## config.mk

```make
export PLATFORM = sky130hd
export DESIGN_NAME = rr_arb_idx_gen
export DESIGN_NICKNAME = d
export VERILOG_FILES = /design/src/rtl/rr_arb_pkg.sv /design/src/rtl/rr_arb_idx_gen_pick.sv /design/src/rtl/rr_arb_idx_gen.sv
export SDC_FILE = /design/constraint.sdc
export NUM_CORES = 1
export LEC_CHECK = 0
export ABC_AREA = 1
export BUFFER_PORTS_ARGS = -buffer_cell sky130_fd_sc_hd__clkbuf_2
export CAP_MARGIN = 20
export CORE_MARGIN = 5
export CORE_UTILIZATION = 38
export CTS_BUF_LIST = sky130_fd_sc_hd__clkbuf_4
export DETAILED_ROUTE_END_ITERATION = 10
export MAX_ROUTING_LAYER = met4
export PLACE_DENSITY = 0.57
export SLEW_MARGIN = 20
export SYNTH_ARGS = -nofsm -noshare
export SYNTH_HDL_FRONTEND = slang
export SYNTH_SLANG_ARGS = --single-unit
```

## constraint.sdc

```tcl
create_clock -name clk -period 4.7 [get_ports clk]
set_input_delay 0.235 -clock clk [delete_from_list [all_inputs] [get_ports clk]]
set_output_delay 0.235 -clock clk [all_outputs]
set_load 0.005 [all_outputs]
```

## src/rtl/rr_arb_pkg.sv

```systemverilog
// Shared definitions for the round-robin encoded-grant arbiter.
//   N        : number of requesters (must equal 2**IDX_W)
//   IDX_W    : width of an encoded requester index
//   state_t  : arbiter state, IDLE (no grant) or GRANT (grant held)
//   inc_wrap : next index after idx, modulo N
package rr_arb_pkg;

  localparam int N     = 16;
  localparam int IDX_W = 4;

  typedef enum logic {IDLE, GRANT} state_t;

  // N == 2**IDX_W, so plain truncation of idx+1 is the modulo-N wrap.
  function automatic logic [IDX_W-1:0] inc_wrap(input logic [IDX_W-1:0] idx);
    return IDX_W'(idx + 1'b1);
  endfunction

endpackage

```

## src/rtl/rr_arb_idx_gen_pick.sv

```systemverilog
// rr_pick: combinational round-robin selector.
//   req      : request vector
//   ptr      : highest-priority index; the scan runs ptr, ptr+1, ... wrapping
//   mask_en  : when set, ignore req[mask_idx] (the grant being released)
//   mask_idx : index to ignore
//   found    : some unmasked request is set
//   idx      : first unmasked request at or after ptr
// Done as rotate-by-ptr, find-first-set from bit 0, then add ptr back.
module rr_pick
  import rr_arb_pkg::*;
(
  input  logic [N-1:0]     req,
  input  logic [IDX_W-1:0] ptr,
  input  logic             mask_en,
  input  logic [IDX_W-1:0] mask_idx,
  output logic             found,
  output logic [IDX_W-1:0] idx
);

  logic [N-1:0]     req_m;
  logic [N-1:0]     rot;
  logic [IDX_W-1:0] off;

  always_comb begin
    req_m = req;
    if (mask_en) req_m[mask_idx] = 1'b0;
  end

  // rot[i] is requester (ptr+i) mod N; index truncation does the wrap.
  always_comb begin
    rot = '0;
    for (int i = 0; i < N; i++)
      rot[i] = req_m[IDX_W'(i + int'(ptr))];
  end

  // Descending loop so the lowest set bit is the last assignment to stick.
  always_comb begin
    found = |rot;
    off   = '0;
    for (int i = N - 1; i >= 0; i--)
      if (rot[i]) off = IDX_W'(i);
  end

  assign idx = IDX_W'(ptr + off);

endmodule

```

## src/rtl/rr_arb_idx_gen.sv

```systemverilog
// rr_arb_idx_gen: 16-requester round-robin arbiter with encoded grant output,
// meant to feed a 4-to-16 one-hot decoder (gnt_en -> enable, gnt_idx -> select).
//   clk      : clock, rising edge
//   rst      : synchronous active-high reset
//   req      : request vector, bit i = requester i
//   ack      : current grantee is done; releases the grant
//   gnt_en   : grant valid (registered)
//   gnt_idx  : granted requester index (registered)
//   timeout  : one-cycle pulse after a grant is force-released by MAX_HOLD
// A grant is released on ack, on the grantee dropping its request, or after
// MAX_HOLD cycles. On release the next requester is picked in the same edge,
// so grants run back-to-back with no gnt_en bubble.
module rr_arb_idx_gen
  import rr_arb_pkg::*;
#(
  parameter int MAX_HOLD = 8   // minimum 2
)(
  input  logic             clk,
  input  logic             rst,
  input  logic [N-1:0]     req,
  input  logic             ack,
  output logic             gnt_en,
  output logic [IDX_W-1:0] gnt_idx,
  output logic             timeout
);

  localparam int            HW        = $clog2(MAX_HOLD);
  localparam logic [HW-1:0] HOLD_LAST = HW'(MAX_HOLD - 1);

  state_t           state;
  logic [IDX_W-1:0] ptr;
  logic [HW-1:0]    hold_cnt;

  logic             in_grant;
  logic [IDX_W-1:0] pick_ptr;
  logic             pick_found;
  logic [IDX_W-1:0] pick_idx;
  logic             rel_ack, rel_drop, rel_hold, rel;

  assign in_grant = (state == GRANT);

  // One picker serves both paths: from IDLE it scans from ptr; in GRANT it
  // scans from the pointer value a release would install, with the current
  // grantee masked so another requester gets the first chance.
  assign pick_ptr = in_grant ? inc_wrap(gnt_idx) : ptr;

  rr_pick u_pick (
    .req      (req),
    .ptr      (pick_ptr),
    .mask_en  (in_grant),
    .mask_idx (gnt_idx),
    .found    (pick_found),
    .idx      (pick_idx)
  );

  assign rel_ack  = ack;
  assign rel_drop = ~req[gnt_idx];
  assign rel_hold = (hold_cnt == HOLD_LAST);
  assign rel      = rel_ack | rel_drop | rel_hold;

  always_ff @(posedge clk) begin
    if (rst) begin
      state    <= IDLE;
      ptr      <= '0;
      hold_cnt <= '0;
      gnt_en   <= 1'b0;
      gnt_idx  <= '0;
      timeout  <= 1'b0;
    end else begin
      timeout <= 1'b0;
      case (state)
        IDLE: begin
          if (pick_found) begin
            state    <= GRANT;
            gnt_en   <= 1'b1;
            gnt_idx  <= pick_idx;
            hold_cnt <= '0;
          end
        end
        GRANT: begin
          if (rel) begin
            ptr     <= inc_wrap(gnt_idx);
            // Only a pure hold-limit release counts as a timeout.
            timeout <= rel_hold & ~rel_ack & ~rel_drop;
            if (pick_found) begin
              gnt_idx  <= pick_idx;
              hold_cnt <= '0;
            end else if (req[gnt_idx]) begin
              // Sole requester: re-grant the same index with a fresh hold.
              hold_cnt <= '0;
            end else begin
              state  <= IDLE;
              gnt_en <= 1'b0;
            end
          end else begin
            hold_cnt <= hold_cnt + 1'b1;
          end
        end
        default: state <= IDLE;
      endcase
    end
  end

endmodule

```

==> flow_metrics.tcl, run 1 <==
set metrics [dict create \
    place_congestion 0.900 \
    netlist_area_um2 2440 \
    relSlewSlack 0.555 \
    areaGrowthSynthToFinish_pct 8.50 \
    critPathKind "flip-flop to flip-flop" \
    cts-htree-levels 1 \
    power.net_switching_w 0.00113 \
    startpoint_type "flip-flop" \
    synthFlopType "dfxtp_1" \
    rrSetupSlack_ns 0.48 \
    cts_buffers 3 \
    hold_class "input pin to flip-flop" \
    synth_top_cell_by_area "nand2_1" \
    synth_area_leaders "nand2_1 21%, nand3_1 19%, dfxtp_1 11%" \
    final_core_util 0.420 \
    routed_wl_mm 7.54 \
    switching_share 0.602 \
    r2r_end "gnt_idx[2]$_SDFFE_PP0P_" \
    syn_nets 451 \
    cts.reportedPaths.clkPinSlew_ns 0.08 \
    reg2reg_depth 29 \
    grt-ovfl-total 0 \
    vias 2839 \
    final_max_slew_viol_count 0 \
    synth.most_common_cell "nand2_1" \
    max_cap_violations 0 \
    netlist_top_cells_count "135 x nand2_1, 92 x nand3_1, 30 x inv_1" \
    core_um2 6310 \
    cp_slowest_stage_delay_ns 0.48 \
    internal_power_w 0.000750 \
    cp-end-kind "flip-flop" \
    p_comb_frac 0.872 \
    clk_path_buf_depth 2 \
    synth_edf_count 0 \
    worstPathRequired_ns 4.88 \
    syn_inst 420 \
    ant_nets 0 \
    worst_pin_slew_ns 0.664 \
    synthArstFlopShare 0 \
    viasPerCell 5.46 \
    ys_ff_latch 14 \
    status "complete, no violations" \
    dpl.hpwl_mm 6.35 \
    grt_util_all_layers 0.192 \
    antenna_found_initial 0 \
    cts_sinks 14 \
    diodes 0 \
    grt_setup_unrepaired "no" \
    cts-root-buf "clkbuf_4" \
    p_seq_frac 0.093 \
    worstPathArrival_ns 4.40 \
    setup_viol_count_final 0 \
    hold_buffers 0 \
    powerDensity_nw_per_um2 710 \
    hold_path_depth 3 \
    skew_ns 0.00850 \
    syn_area_per_cell_um2 5.82 \
    drive_above_1_share 0.178 \
    hold_viol 0 \
    initialDrtViolationCount 225 \
    p_total_w 0.00188 \
    grt_pass1_vias 2576 \
    drc 0 \
    die_w_um 90.2 \
    grt_pass1_wl_mm 12.6 \
    crit_fanout 10 \
    ys_types 40 \
    max_freq_ghz 0.237 \
    hold_start "ack" \
    cts_tree "yes" \
    post-place-cells 517 \
    port_buffers 24 \
    min_period_over_period 0.898 \
    firstDrtPassIters 6 \
    fin_tns_setup_ns 0 \
    die_y_um 90.2 \
    p_leak_nw 1.32 \
    power.share.clock 0.035 \
    grt_max_degree 16 \
    clk_latency_ns 0.28 \
    peakVddDrop_mv 0.295 \
    crit_path_frequent_cell "nand2_1" \
    layoutNonFillerInstCount 520 \
    layout.nets 476 \
    yosysWarnings 0 \
    rr_startpoint "gnt_idx[1]$_SDFFE_PP0P_" \
    final.min_clock_period_ns 4.22 \
    initial_utilization 0.387 \
    boundaryPins 25 \
    die-area_um2 8130 \
    slowest_stage "dfxtp_1" \
    rows 29 \
    synth_top_area_share 0.207 \
    wl_per_cell_um 14.5 \
    hold_end "timeout$_SDFF_PP0_" \
    ys_seq_area_frac 0.115 \
    n_fill_cell 719 \
]
metal layers:
metal / global-route usage / share of wire / routed length, um
met5: - / 0 / 0
met2: 0.328 / 0.49 / 3700
met1: 0.249 / 0.46 / 3490
met4: 0.0409 / 0.012 / 91
met3: 0.0134 / 0.035 / 266
worst max path at each step:
stage | start | endpoint | slack, ns | cells past startpoint
2_1_floorplan | gnt_idx[1]$_SDFFE_PP0P_ | gnt_idx[2]$_SDFFE_PP0P_ | 0.88 | 30
3_3_place_gp | gnt_idx[1]$_SDFFE_PP0P_ | gnt_idx[2]$_SDFFE_PP0P_ | 0.52 | 29
3_5_place_dp | gnt_idx[1]$_SDFFE_PP0P_ | gnt_idx[2]$_SDFFE_PP0P_ | 0.42 | 29
4_1_cts | gnt_idx[1]$_SDFFE_PP0P_ | gnt_idx[2]$_SDFFE_PP0P_ | 0.42 | 29
5_1_grt | gnt_idx[1]$_SDFFE_PP0P_ | gnt_idx[2]$_SDFFE_PP0P_ | 0.05 | 29
6_report | gnt_idx[1]$_SDFFE_PP0P_ | gnt_idx[2]$_SDFFE_PP0P_ | 0.48 | 29
power groups by stage:
| stage | Sequential (W) | Clock (W) | Combinational, W |
|---|---|---|---|
| global placement | 0.000176 | 0 | 0.00162 |
| CTS | 0.000173 | 0.0000692 | 0.00164 |
| global route | 0.000179 | 0.0000737 | 0.00187 |
| detailed placement | 0.000176 | 0 | 0.00163 |
| floorplan | 0.000174 | 0 | 0.00129 |
| finish | 0.000175 | 0.0000656 | 0.00164 |
state kept, by name (all words and copies together) (netlist names):
| register | count |
|---|---|
| gnt_en | 1 |
| gnt_idx | 4 |
| hold_cnt | 3 |
| in_grant | 1 |
| ptr | 4 |
| timeout | 1 |
critical path: cells and delay by family, from the launching register on:
kind / cells / cell delay (ns)
compound gates: 6 / 0.88
buf+inv: 4 / 0.52
xor+xnor: 1 / 0.14
flops: 1 / 0.48
simple gates: 14 / 0.81
fa+ha+maj: 4 / 1.29
stage by stage:
step / cell area (um^2) / hold WS, ns / worst slack (ns)
after floorplan: 2440 / 0.304 / 0.879
after global placement: 2620 / 0.452 / 0.523
after detailed placement: 2620 / 0.460 / 0.422
after CTS: 2640 / 0.208 / 0.419
after global routing: 2650 / 0.217 / 0.0539
final: 2650 / 0.214 / 0.479
cells in the final DEF (no fill, tap or decap), types with 5 or more instances in the layout:
cell type,netlist,layout
a21oi_1,17,17
buf_4,4,6
clkbuf_2,0,24
dfxtp_1,14,14
ha_1,11,11
inv_1,30,30
inv_2,6,6
nand2_1,135,135
nand2_2,8,8
nand2_4,5,5
nand3_1,92,92
nor2_1,20,20
nor2_2,5,5
o21ai_0,16,16
o21ai_1,8,8
cells by family after synthesis:
group	count (synthesis)	share of synthesized area
buffers and inverters	48	0.0952
AO/OA/AOI/OAI	59	0.146
AND/OR/NAND/NOR	278	0.535
adder cells (fa/ha/maj)	12	0.0645
XOR/XNOR	9	0.0445
flip-flops	14	0.115
layout make-up:
type | count | area [um^2] | area share
tap | 77 | 96.3 | 0.0363
multi-input combinational | 358 | 1940 | 0.731
sequential | 14 | 280 | 0.106
inverter | 38 | 149 | 0.0562
timing repair buffer | 30 | 165 | 0.0623
clock buffer | 3 | 22.5 | 0.00849
timing repair:
action,4_1_cts,5_1_grt
setup buffers,0,0
endpoints found under the setup margin,0,2
gates resized for setup,0,2
(Power assumes the default switching activity.)
==> run 2, diff against run 1 <==
--- a/config.mk
+++ b/config.mk
@@ -11,10 +11,13 @@
 export CORE_MARGIN = 5
 export CORE_UTILIZATION = 38
 export CTS_BUF_LIST = sky130_fd_sc_hd__clkbuf_4
+export CTS_CLUSTER_DIAMETER = 120
 export DETAILED_ROUTE_END_ITERATION = 10
 export MAX_ROUTING_LAYER = met4
-export PLACE_DENSITY = 0.57
+export PLACE_DENSITY = 0.58
 export SLEW_MARGIN = 20
 export SYNTH_ARGS = -nofsm -noshare
 export SYNTH_HDL_FRONTEND = slang
+export SYNTH_HIERARCHICAL = 1
 export SYNTH_SLANG_ARGS = --single-unit
+export TNS_END_PERCENT = 100
==> run 2 against run 1 <==
  * Synthesized cell count grew 2.4%
  * Sequential cell count is the same
  * Largest power group unchanged
  * Register-to-register slack gained 0.15 ns
  * Area after synthesis shrank 1.4%
  * Sequential power shrank 5%
  * Via count shrank 3.8%
  * Worst setup slack gained 0.15 ns
  * Clock-buffer cell count is the same
==> flow_metrics.tcl, run 2 <==
set metrics [dict create \
    met1_usage 0.231 \
    rrSetupSlack_ns 0.63 \
    worst_pin_slew_ns 0.421 \
    worstPathRequired_ns 4.92 \
    die_y_um 89.6 \
    diodes 0 \
    cp-end-kind "flip-flop" \
    powerDensity_nw_per_um2 788 \
    drc 0 \
    p_seq_frac 0.079 \
    clk_path_buf_depth 2 \
    multi_input_area_um2 1810 \
    layout.nets 491 \
    grt_setup_unrepaired "no" \
    power.net_switching_w 0.00124 \
    initialDrtViolationCount 159 \
    netlist_area_um2 2410 \
    cts.reportedPaths.clkPinSlew_ns 0.08 \
    hold_start "rst" \
    synth.most_common_cell "nand3_1" \
    cts_tree "yes" \
    grt-ovfl-total 0 \
    final.min_clock_period_ns 4.07 \
    cp_num_buf_inv 4 \
    core_um2 6240 \
    hold_viol 0 \
    firstDrtPassIters 4 \
    cts-root-buf "clkbuf_4" \
    peakVddDrop_mv 0.367 \
    grt_util_all_layers 0.193 \
    top_usage_layer "met2" \
    hold_path_depth 2 \
    slowest_stage "ha_1" \
    muxShareOfSynthArea 0 \
    viasPerCell 5.13 \
    switching_share 0.596 \
    worstPathArrival_ns 4.29 \
    syn_nets 463 \
    synthArstFlopShare 0 \
    critPathKind "flip-flop to flip-flop" \
    r2r_end "gnt_idx[2]$_SDFFE_PP0P_" \
    synth_area_leaders "nand3_1 26%, nand2_1 15%, dfxtp_1 12%" \
    power.share.clock 0.032 \
    skew_ns 0.00158 \
    fin_tns_setup_ns 0 \
    grt_pass1_vias 2612 \
    synth_edf_count 0 \
    cp_top_family "simple AND/OR/NAND/NOR gates" \
    p_comb_frac 0.888 \
    setup_viol_count_final 0 \
    cts_sinks 14 \
    final_max_slew_viol_count 0 \
    max_freq_ghz 0.246 \
    ys_types 35 \
    synth_compound_area_frac 0.0940 \
    ys_ff_latch 14 \
    grt_pass1_wl_mm 12.0 \
    dpl.hpwl_mm 6.00 \
    synth_top_family_by_area "simple AND/OR/NAND/NOR gates" \
    port_buffers 24 \
    drive_above_1_share 0.138 \
    antenna_found_initial 0 \
    p_leak_nw 1.42 \
    reg2reg_depth 33 \
    post_cts_resized 0 \
    layout_commonest_cell "nand3_1" \
    ant_nets 0 \
    areaGrowthSynthToFinish_pct 9.87 \
    seq_area_um2 280 \
    clk_latency_ns 0.28 \
    yosysWarnings 6 \
    synth_top_cell_by_area "nand3_1" \
    place_congestion 0.951 \
    min_period_over_period 0.866 \
    max_cap_violations 0 \
    hold_class "input pin to flip-flop" \
    initial_utilization 0.386 \
    cp_slowest_stage_delay_ns 0.52 \
    use_met2 0.342 \
    synthAdderAreaFrac 0.0758 \
    crit_fanout 9 \
    rr_startpoint "gnt_idx[0]$_SDFFE_PP0P_" \
    status "complete, no violations" \
    final_cell_mix "124 x nand3_1, 97 x nand2_1, 58 x inv_1, 36 x nor2_1, 24 x clkbuf_2" \
    boundaryPins 25 \
    hold_end "hold_cnt[2]$_SDFFE_PP0P_" \
    hold_buffers 0 \
    top_regs "gnt_idx: 4 flops, ptr: 4 flops, hold_cnt: 3 flops" \
    n_fill_cell 717 \
    synthSimpleGateAreaFrac 0.534 \
    ys_seq_area_frac 0.116 \
    crit_path_frequent_cell "nand2_1" \
    cts_setup_buffers 0 \
    cts_buffers 3 \
    post-place-cells 530 \
    synth_xor_area_frac 0.0468 \
    grtUsageMet3 0.0201 \
    routed_wl_mm 7.07 \
    relSlewSlack 0.719 \
    synthFlopType "dfxtp_1" \
    syn_inst 430 \
    die-area_um2 8030 \
    vias 2732 \
    synth_top_area_share 0.258 \
    startpoint_type "flip-flop" \
    layoutNonFillerInstCount 533 \
    cts-htree-levels 1 \
    rows 29 \
    netlist_top_cells_count "124 x nand3_1, 97 x nand2_1, 58 x inv_1" \
    die_w_um 89.6 \
    grt_max_degree 18 \
    wl_per_cell_um 13.3 \
    syn_area_per_cell_um2 5.60 \
    internal_power_w 0.000843 \
]
==> run 2: cell types whose count changed in the layout (fill, tap and decap cells not counted), sizes merged, moves of 5 or more <==
cell and change:
a21oi -5, inv +25, nand2 -45, nand3 +32, nor2 +13, o21ai -11, xor2 +6
==> run 2: worst max-delay path by stage <==
stage | start | end | cells past startpoint
after floorplan | gnt_idx[1]$_SDFFE_PP0P_ | gnt_idx[2]$_SDFFE_PP0P_ | 35
after global placement | gnt_idx[0]$_SDFFE_PP0P_ | gnt_idx[2]$_SDFFE_PP0P_ | 33
after detailed placement | gnt_idx[0]$_SDFFE_PP0P_ | gnt_idx[2]$_SDFFE_PP0P_ | 33
after CTS | gnt_idx[0]$_SDFFE_PP0P_ | gnt_idx[2]$_SDFFE_PP0P_ | 33
after global routing | gnt_idx[2]$_SDFFE_PP0P_ | gnt_idx[2]$_SDFFE_PP0P_ | 31
final | gnt_idx[0]$_SDFFE_PP0P_ | gnt_idx[2]$_SDFFE_PP0P_ | 33
==> run 2: layout make-up <==
class / count / share of cell area
timing repair buffer: 34 / 0.0738
sequential: 14 / 0.106
clock buffer: 3 / 0.00851
tap: 77 / 0.0364
inverter: 65 / 0.0922
multi-input combinational: 340 / 0.683
==> run 2: cells by family (layout without fill, tap and decap cells) <==
kind of cell    after synthesis  after routing
fa+ha+maj                    14             14
simple gates                276            276
xor+xnor                     12             12
compound gates               38             38
buf+inv                      76            102
flops                        14             14
==> run 2: power groups by stage <==
stage          sequential [W]  clock (W)  combinational (W)
2_1_floorplan        0.000189          0            0.00143
3_3_place_gp         0.000166          0            0.00184
3_5_place_dp         0.000168          0            0.00186
4_1_cts              0.000166  0.0000693            0.00186
5_1_grt              0.000169  0.0000754            0.00214
6_report             0.000166  0.0000674            0.00185
==> run 2: layer usage <==
| metal | vias up | wire length (um) |
|---|---|---|
| li1 | 1457 | - |
| met1 | 1210 | 3200 |
| met2 | 53 | 3470 |
| met3 | 12 | 278 |
| met4 | 0 | 126 |
| met5 | - | 0 |
==> run 2: metrics by stage <==
stage          utilization  total power, W  instance area, um^2  hold slack, ns  worst slack (ns)
2_1_floorplan            -         0.00162                 2410           0.304             0.476
3_3_place_gp         0.420         0.00200                 2620           0.456             0.626
3_5_place_dp         0.420         0.00203                 2620           0.467             0.635
4_1_cts              0.424         0.00210                 2650           0.193             0.610
5_1_grt              0.424         0.00239                 2650           0.209            0.0633
6_report             0.424         0.00208                 2650           0.195             0.630
==> run 3, diff against run 2 <==
--- a/config.mk
+++ b/config.mk
@@ -14,7 +14,7 @@
 export CTS_CLUSTER_DIAMETER = 120
 export DETAILED_ROUTE_END_ITERATION = 10
 export MAX_ROUTING_LAYER = met4
-export PLACE_DENSITY = 0.58
+export PLACE_DENSITY = 0.6
 export SLEW_MARGIN = 20
 export SYNTH_ARGS = -nofsm -noshare
 export SYNTH_HDL_FRONTEND = slang
==> run 3 against run 2 <==
  * Critical path depth is the same
  * Non-clock buffer count increased by 1
  * Hold slack about the same
  * Sequential share of layout area is essentially flat
  * Clock skew rose by 0.0069 ns
  * Largest cell class unchanged
  * Cell area up 0.38%
  * Critical endpoint unchanged
  * Worst setup slack got worse by 0.098 ns
  * Total power is 0.52% higher
  * Maximum frequency fell by 2.3%
  * Clock power fell by 1%
  * Core utilization is 0.16 points higher
==> flow_metrics.tcl, run 3 (synthesized netlist as in run 2, its figures left out) <==
set metrics [dict create \
    cts.reportedPaths.clkPinSlew_ns 0.08 \
    cts-root-buf "clkbuf_4" \
    viasPerCell 5.13 \
    drc 0 \
    die-area_um2 8030 \
    hold_buffers 0 \
    dpl.hpwl_mm 5.96 \
    areaGrowthSynthToFinish_pct 10.3 \
    cp-end-kind "flip-flop" \
    place_congestion 0.996 \
    initialDrtViolationCount 121 \
    cts_tree "yes" \
    relSlewSlack 0.714 \
    grt_pass1_vias 2647 \
    final.min_clock_period_ns 4.17 \
    p_leak_nw 1.42 \
    routed_wl_mm 7.10 \
    peakVddDrop_mv 0.283 \
    diodes 0 \
    cts_buffers 3 \
    boundaryPins 25 \
    layout.nets 492 \
    final_cell_mix "124 x nand3_1, 97 x nand2_1, 58 x inv_1, 36 x nor2_1, 24 x clkbuf_2" \
    p_seq_frac 0.080 \
    ant_nets 0 \
    core_um2 6240 \
    status "complete, no violations" \
    antenna_found_initial 0 \
    cts-htree-levels 1 \
    grt-ovfl-total 0 \
    skew_ns 0.00849 \
    max_freq_ghz 0.240 \
    cp_slowest_stage_delay_ns 0.50 \
    seq_area_um2 280 \
    p_comb_frac 0.889 \
    final_max_slew_viol_count 0 \
    worstPathArrival_ns 4.39 \
    wl_per_cell_um 13.3 \
    initial_utilization 0.386 \
    n_fill_cell 691 \
    grt_util_all_layers 0.198 \
    hold_viol 0 \
    clk_path_buf_depth 2 \
    cts_setup_buffers 0 \
    drive_above_1_share 0.142 \
    worstPathRequired_ns 4.92 \
    crit_path_frequent_cell "nand2_1" \
    die_y_um 89.6 \
    fin_tns_setup_ns 0 \
    multi_input_area_um2 1810 \
    grt_max_degree 17 \
    layout_commonest_cell "nand3_1" \
    crit_fanout 9 \
    grt_setup_unrepaired "no" \
    worst_pin_slew_ns 0.425 \
    power.net_switching_w 0.00125 \
    grt_pass1_wl_mm 12.2 \
    hold_class "input pin to flip-flop" \
    vias 2739 \
    setup_viol_count_final 0 \
    port_buffers 24 \
    cts_sinks 14 \
    firstDrtPassIters 4 \
    power.share.clock 0.032 \
    powerDensity_nw_per_um2 789 \
    die_w_um 89.6 \
    startpoint_type "flip-flop" \
    min_period_over_period 0.887 \
    max_cap_violations 0 \
    critPathKind "flip-flop to flip-flop" \
    final_core_util 0.426 \
    switching_share 0.596 \
    internal_power_w 0.000848 \
    clk_latency_ns 0.28 \
    top_regs "gnt_idx: 4 flops, ptr: 4 flops, hold_cnt: 3 flops" \
    rows 29 \
    slowest_stage "ha_2" \
]
-- run 3: worst max-delay path: cells and delay by family (launching register included) --
kind / cells / cell delay (ns)
AOI/OAI and AO/OA: 1 / 0.12
xor gates and xnor gates: 1 / 0.16
adders and majority gates: 4 / 1.35
buffers and inverters: 4 / 0.58
DFF: 1 / 0.32
and+or+nand+nor: 23 / 1.55
-- run 3: final cells by class --
cell class | instances | share of cell area
repair buffers | 35 | 0.0763
multi-input cells | 340 | 0.682
clock buffers | 3 | 0.00848
flip-flops and latches | 14 | 0.106
well taps | 77 | 0.0363
inverters | 65 | 0.0919
-- run 3: final timing paths --
kind                            slack [ns]  cells after the start                        to                     start
worst max-delay path                  0.53                     33   gnt_idx[2]$_SDFFE_PP0P_   gnt_idx[0]$_SDFFE_PP0P_
worst min-delay path                  0.20                      2  hold_cnt[2]$_SDFFE_PP0P_                       rst
worst min register to register        0.47                      2  hold_cnt[0]$_SDFFE_PP0P_  hold_cnt[0]$_SDFFE_PP0P_
worst max register to register        0.53                     33   gnt_idx[2]$_SDFFE_PP0P_   gnt_idx[0]$_SDFFE_PP0P_
-- run 3: power by group through the flow --
stage                     clock [W]  sequential [W]  combinational (W)
after global routing      0.0000739        0.000171            0.00214
after detailed placement          0        0.000170            0.00185
after CTS                 0.0000683        0.000167            0.00186
after floorplan                   0        0.000189            0.00143
final                     0.0000666        0.000167            0.00186
after global placement            0        0.000168            0.00184
-- run 3: timing repair --
| action | in CTS | in global routing |
|---|---|---|
| hold endpoints to repair | 0 | 0 |
| endpoints found under the setup margin | 0 | 1 |
| resized for setup | 0 | 1 |
-- run 3: per-stage QoR --
stage	hold WS, ns	std cells	worst slack [ns]	cell area (um^2)	power, W
after floorplan	0.304	430	0.476	2410	0.00162
after global placement	0.453	531	0.462	2630	0.00201
after global routing	0.218	534	0.0580	2660	0.00239
after CTS	0.198	534	0.460	2650	0.00210
after detailed placement	0.465	531	0.482	2630	0.00202
final	0.196	534	0.532	2660	0.00210
-- run 3: metal layers --
layer / routed length (um) / global-route usage / up-vias
met2: 3460 / 0.351 / 53
met5: 0 / - / -
li1: - / - / 1460
met3: 250 / 0.0182 / 20
met1: 3150 / 0.234 / 1206
met4: 240 / 0.0663 / 0
